[src/rtl/i2s_tx_param.sv]
// I2S / left-justified stereo transmitter: free-running mclk and bclk dividers,
// a one-pair holding register with valid/ready intake, and per-frame serialisation.
`timescale 1ns/1ps

module i2s_tx_param #(
  parameter int W         = 16,
  parameter int SLOT_BITS = 32,
  parameter int MODE      = 0,
  parameter int MCLK_HALF = 2,
  parameter int BCLK_HALF = 8
) (
  input  logic         clk,
  input  logic         rst,
  input  logic         in_valid,
  output logic         in_ready,
  input  logic [W-1:0] in_left,
  input  logic [W-1:0] in_right,
  input  logic         mono,
  output logic         mclk,
  output logic         bclk,
  output logic         lrclk,
  output logic         sdata,
  output logic         frame_start,
  output logic         underrun
);

  localparam int BW = $clog2(2 * SLOT_BITS);
  localparam int PW = BW - 1;
  localparam int MW = $clog2(MCLK_HALF + 1);
  localparam int CW = $clog2(BCLK_HALF + 1);

  localparam logic [MW-1:0] MCLK_LAST = MW'(MCLK_HALF - 1);
  localparam logic [CW-1:0] BCLK_LAST = CW'(BCLK_HALF - 1);
  localparam logic [BW-1:0] B_LAST    = '1;
  localparam logic [W-1:0]  LSB_ONE   = W'(1);

  logic [MW-1:0] mclk_cnt;
  logic [CW-1:0] bclk_cnt;
  logic [BW-1:0] b;
  logic [W-1:0]  tx_left, tx_right;
  logic [W-1:0]  hold_left, hold_right;
  logic          full;

  logic          bclk_fall, load, accept, full_next;
  logic [BW-1:0] b_next;
  logic [PW-1:0] p_next;
  logic          lr_next;
  logic [W-1:0]  left_next, right_next, word, mask;
  logic          bit_val;
  int            pos;

  assign bclk_fall  = bclk && (bclk_cnt == BCLK_LAST);
  assign b_next     = b + BW'(1);
  assign p_next     = b_next[PW-1:0];
  assign lr_next    = b_next[PW];
  assign load       = bclk_fall && (b == B_LAST);
  assign accept     = in_valid && in_ready;
  assign full_next  = accept || (full && !load);

  // The bit driven at a frame load already comes from the freshly loaded pair.
  assign left_next  = (load && full) ? hold_left  : tx_left;
  assign right_next = (load && full) ? hold_right : tx_right;

  // NOTE: every variable written here gets a default first, so no latch is inferred.
  always_comb begin
    word    = lr_next ? right_next : left_next;
    pos     = int'(p_next);
    mask    = '0;
    if (MODE == 1) begin
      if (pos < W) mask = LSB_ONE << (W - 1 - pos);
    end else begin
      if (pos >= 1 && pos <= W) mask = LSB_ONE << (W - pos);
    end
    bit_val = |(word & mask);
  end

  // NOTE: sample payload is qualified by full, so it needs no reset.
  always_ff @(posedge clk) begin
    if (accept) begin
      hold_left  <= in_left;
      hold_right <= mono ? in_left : in_right;
    end
  end

  // NOTE: all state uses non-blocking assignments so every flop samples pre-edge values.
  always_ff @(posedge clk) begin
    if (rst) begin
      mclk_cnt    <= '0;
      bclk_cnt    <= '0;
      mclk        <= 1'b0;
      bclk        <= 1'b0;
      b           <= '0;
      lrclk       <= 1'b0;
      sdata       <= 1'b0;
      frame_start <= 1'b0;
      underrun    <= 1'b0;
      tx_left     <= '0;
      tx_right    <= '0;
      full        <= 1'b0;
      in_ready    <= 1'b0;
    end else begin
      if (mclk_cnt == MCLK_LAST) begin
        mclk_cnt <= '0;
        mclk     <= ~mclk;
      end else begin
        mclk_cnt <= mclk_cnt + MW'(1);
      end

      if (bclk_cnt == BCLK_LAST) begin
        bclk_cnt <= '0;
        bclk     <= ~bclk;
      end else begin
        bclk_cnt <= bclk_cnt + CW'(1);
      end

      frame_start <= 1'b0;
      underrun    <= 1'b0;
      if (bclk_fall) begin
        b     <= b_next;
        lrclk <= lr_next;
        sdata <= bit_val;
        if (load) begin
          frame_start <= 1'b1;
          // An empty buffer repeats the previous pair rather than sending silence.
          if (full) begin
            tx_left  <= hold_left;
            tx_right <= hold_right;
          end else begin
            underrun <= 1'b1;
          end
        end
      end

      full     <= full_next;
      in_ready <= !full_next;
    end
  end

endmodule

[config.mk]
export PLATFORM = sky130hd
export DESIGN_NAME = i2s_tx_param
export DESIGN_NICKNAME = d
export VERILOG_FILES = /design/src/rtl/i2s_tx_param.sv
export SDC_FILE = /design/constraint.sdc
export NUM_CORES = 1
export LEC_CHECK = 0
export ABC_CLOCK_PERIOD_IN_PS = 4100
export BUFFER_PORTS_ARGS = -buffer_cell sky130_fd_sc_hd__buf_2
export CORE_ASPECT_RATIO = 0.6
export CORE_MARGIN = 3
export CORE_UTILIZATION = 63
export DETAILED_ROUTE_END_ITERATION = 16
export GPL_ROUTABILITY_DRIVEN = 0
export PLACE_DENSITY = 0.83
export SYNTH_ARGS = -nofsm -noshare
export SYNTH_HDL_FRONTEND = slang
export SYNTH_SLANG_ARGS = --single-unit
[constraint.sdc]
create_clock -name clk -period 4.1 [get_ports clk]
set_input_delay 0.82 -clock clk [delete_from_list [all_inputs] [get_ports clk]]
set_output_delay 0.82 -clock clk [all_outputs]
set_load 0.02 [all_outputs]
==> results.tsv <==
stage	metric	value	unit
power	p_total	1.60	mW
synthesis	ys_types	54	
placed_design	placed_cell_area	0.00428	mm2
drt	drtIter0Drc	390	
clock_network	insertion_delay	380	ps
sta	max_slew_margin	0.373	
synthesis	ys_ff_latch	83	
finish	syn_to_final_growth	11.1	%
sta	fin_tns_setup	0	ps
floorplan	dieArea	0.00744	mm2
drt	firstDrtPassIters	6	
power	leakage	1.62	nW
clock_network	cts-buffers-inserted	9	
placed_design	dp_slack	896	ps
sta	clock.fmax	295	MHz
sta	worst_slack	713	ps
sta	finalSetupViolCount	0	
grt	grt_antenna_before_repair	0	
sta	finClkSkew	8.44	ps
clock_network	cts_tree	built	
grt	grt_pass1_vias	3015	
grt	gr-total-overflow	0	
synthesis	synth.avg_cell_area	9.40	um2
finish	diodes	0	
worst_setup_path	r2r_cells	9	
floorplan	io_pins	43	
finish	nets	502	
power	vdd_drop_max	0.347	mV
synthesis	synth_edf_count	32	
worst_setup_path	cp_cell_sequence	clkinv_1, ha_1, nor4bb_1, a211oi_1, o21ai_0, nand2_1, a2111oi_0, o41ai_1, o211ai_1	
run_status	outcome	finished, final reports clean	
run	maxCapViolations	0	
placed_design	port_buffers	42	
worst_setup_path	rrSetupSlack	710	ps
sta	slew_violations	0	
drt	drcViolationCount	0	
worst_setup_path	worst_ep_required_time	4400	ps
drt	routed_via_density	6.26	
clock_network	ctsHoldBuffers	0	
clock_network	cts-root-buf	clkbuf_8	
hold_path	min-delay-start	tx_left[5]$_SDFFE_PP0P_	
synthesis	synth-async-reset-ratio	0	
clock_network	htreeDepth	3	
clock_network	postCtsResizedCells	0	
sta	min_period	3390	ps
sta	worst_pin_slew	941	ps
sta	rsz0062_at_grt	no	
synthesis	synth_nets	472	
finish	final_cell_mix	84 x nand2_1, 51 x dfxtp_1, 42 x buf_2	
drt	ant_nets	0	
hold_path	hold_end	tx_left[5]$_SDFFE_PP0P_	
floorplan	floorplan.rows	21	
synthesis	synth-warning-count	0	
floorplan	core	0.00589	mm2
worst_setup_path	crit_path_max_fanout	11	
worst_setup_path	max_stage_delay	530	ps
synthesis	synthCells	430	
worst_setup_path	crit_arrival	3690	ps
worst_setup_path	path_class	reg -> reg	
worst_setup_path	critPathCaptureType	flip-flop	
sta	fin_crit_sh	0.826	
clock_network	cts.clk_slew.worst_paths	90	ps
finish	final_area	0.00449	mm2
drt	routed_wl	9.46	mm
worst_setup_path	rr_endpoint	sdata$_SDFFE_PP0P_	
synthesis	ys_seq_area_frac	0.490	
worst_setup_path	startpoint	b[0]$_SDFFE_PP0P_	
grt	grt_max_degree	54	
finish	fill_cells	414	
finish	layout_commonest_cell	nand2_1	
hold_path	hp-class	reg -> reg	
grt	grt_pass1_wl	15.0	mm
floorplan	die_height	68.0	um
finish	drive_gt1_frac	0.187	
worst_setup_path	slowest_stage	a2111oi_0	
floorplan	start_util	0.687	
clock_network	post-cts-setup-buffers	0	
drt	routedWlPerCell	17.4	um
worst_setup_path	startpoint_type	flip-flop	
placed_design	dpl.hpwl	6.73	mm
drt	vias	3410	
sta	hold_violations	0	
clock_network	clock-sinks	83	
synthesis	ys.flop_type	dfxtp_1	
worst_setup_path	reg2reg_from	b[0]$_SDFFE_PP0P_	
power	cellPowerDensity	356	mW/mm2
hold_path	hold_depth	2	
floorplan	die_w	109	um
clock_network	cts_max_path_buffers	2	
grt	track_usage	0.272	
synthesis	synthesis.area	0.00404	mm2
==> cells by family (layout without fill, tap and decap cells) <==
family | Yosys count | in the layout | synth area share
buffers and inverters | 36 | 71 | 0.0381
flip-flops | 83 | 83 | 0.490
AND/OR/NAND/NOR | 177 | 177 | 0.213
adder cells (fa/ha/maj) | 6 | 6 | 0.0186
XOR/XNOR | 8 | 8 | 0.0173
multiplexers | 25 | 25 | 0.0669
AO/OA/AOI/OAI | 95 | 95 | 0.156
==> metrics by stage <==
stage	hold slack, ps	util	instances
2_1_floorplan	404	-	430
3_3_place_gp	412	0.727	529
3_5_place_dp	445	0.727	529
4_1_cts	457	0.763	545
5_1_grt	477	0.763	545
6_report	456	0.763	545
==> routing by layer <==
layer  GRT usage  vias to the layer above  share of wire  routed length [um]
li1            -                     1616              -                   -
met1       0.366                     1584           0.45                4220
met2       0.391                      184           0.42                3970
met3       0.113                       26           0.11                1040
met4       0.109                        0          0.024                 228
met5           0                        -              0                   0
==> report_power, final <==
| group | internal (mW) | switching (mW) |
|---|---|---|
| Combinational | 0.0377 | 0.0433 |
| Sequential | 0.884 | 0.0158 |
| Clock | 0.292 | 0.323 |
==> worst max-delay path by stage <==
| stage | to | slack (ps) | cells past startpoint |
|---|---|---|---|
| floorplan | sdata$_SDFFE_PP0P_ | 1440 | 10 |
| global placement | sdata$_SDFFE_PP0P_ | 980 | 9 |
| detailed placement | sdata$_SDFFE_PP0P_ | 900 | 9 |
| CTS | sdata$_SDFFE_PP0P_ | 880 | 9 |
| global route | sdata$_SDFFE_PP0P_ | 500 | 9 |
| finish | sdata$_SDFFE_PP0P_ | 710 | 9 |
==> synth_stat cells, types with 3 or more instances <==
cell	n	area (um2)
xnor2_1	6	52.6
nor3_1	13	65.1
o21ai_0	8	40.0
a211oi_1	12	90.1
buf_2	5	25.0
ha_1	6	75.1
nor4_1	3	18.8
mux2_2	16	180
a21oi_1	41	205
nand4_1	3	18.8
nor2_1	14	52.6
o31ai_1	3	22.5
mux2i_1	9	90.1
edfxtp_1	32	961
nand3_1	13	65.1
o2111ai_1	3	26.3
dfxtp_1	51	1020
a211o_1	4	35.0
nand2b_1	8	50.1
and3_1	13	81.3
and2_1	6	37.5
o211ai_1	3	22.5
nand2_1	84	315
or3_1	6	37.5
clkbuf_1	21	78.8
a2111oi_0	5	43.8
inv_1	6	22.5
==> critical path, delay by kind of cell (launching register included) <==
kind	cells	cell delay, ps
AO/OA/AOI/OAI	5	1430
buffers and inverters	1	280
flip-flops	1	460
AND/OR/NAND/NOR	2	610
adder cells (fa/ha/maj)	1	510
==> layout make-up <==
class,instances,area (um2),share of cell area
clock buffer,9,124,0.0276
clock inverter,7,86.3,0.0192
tap,80,100,0.0223
sequential,83,1980,0.442
inverter,7,26.3,0.00585
multi-input combinational,311,1910,0.427
timing repair buffer,48,255,0.0569
==> registers in the layout, summed over array words and instances, names as in the netlist <==
register and cells:
b 5, bclk 1, bclk_cnt 4, frame_start 1
full 1, hold_left 16, hold_right 16, in_ready 1
lrclk 1, mclk 1, mclk_cnt 2, sdata 1
tx_left 16, tx_right 16, underrun 1
(Power assumes the default switching activity.)
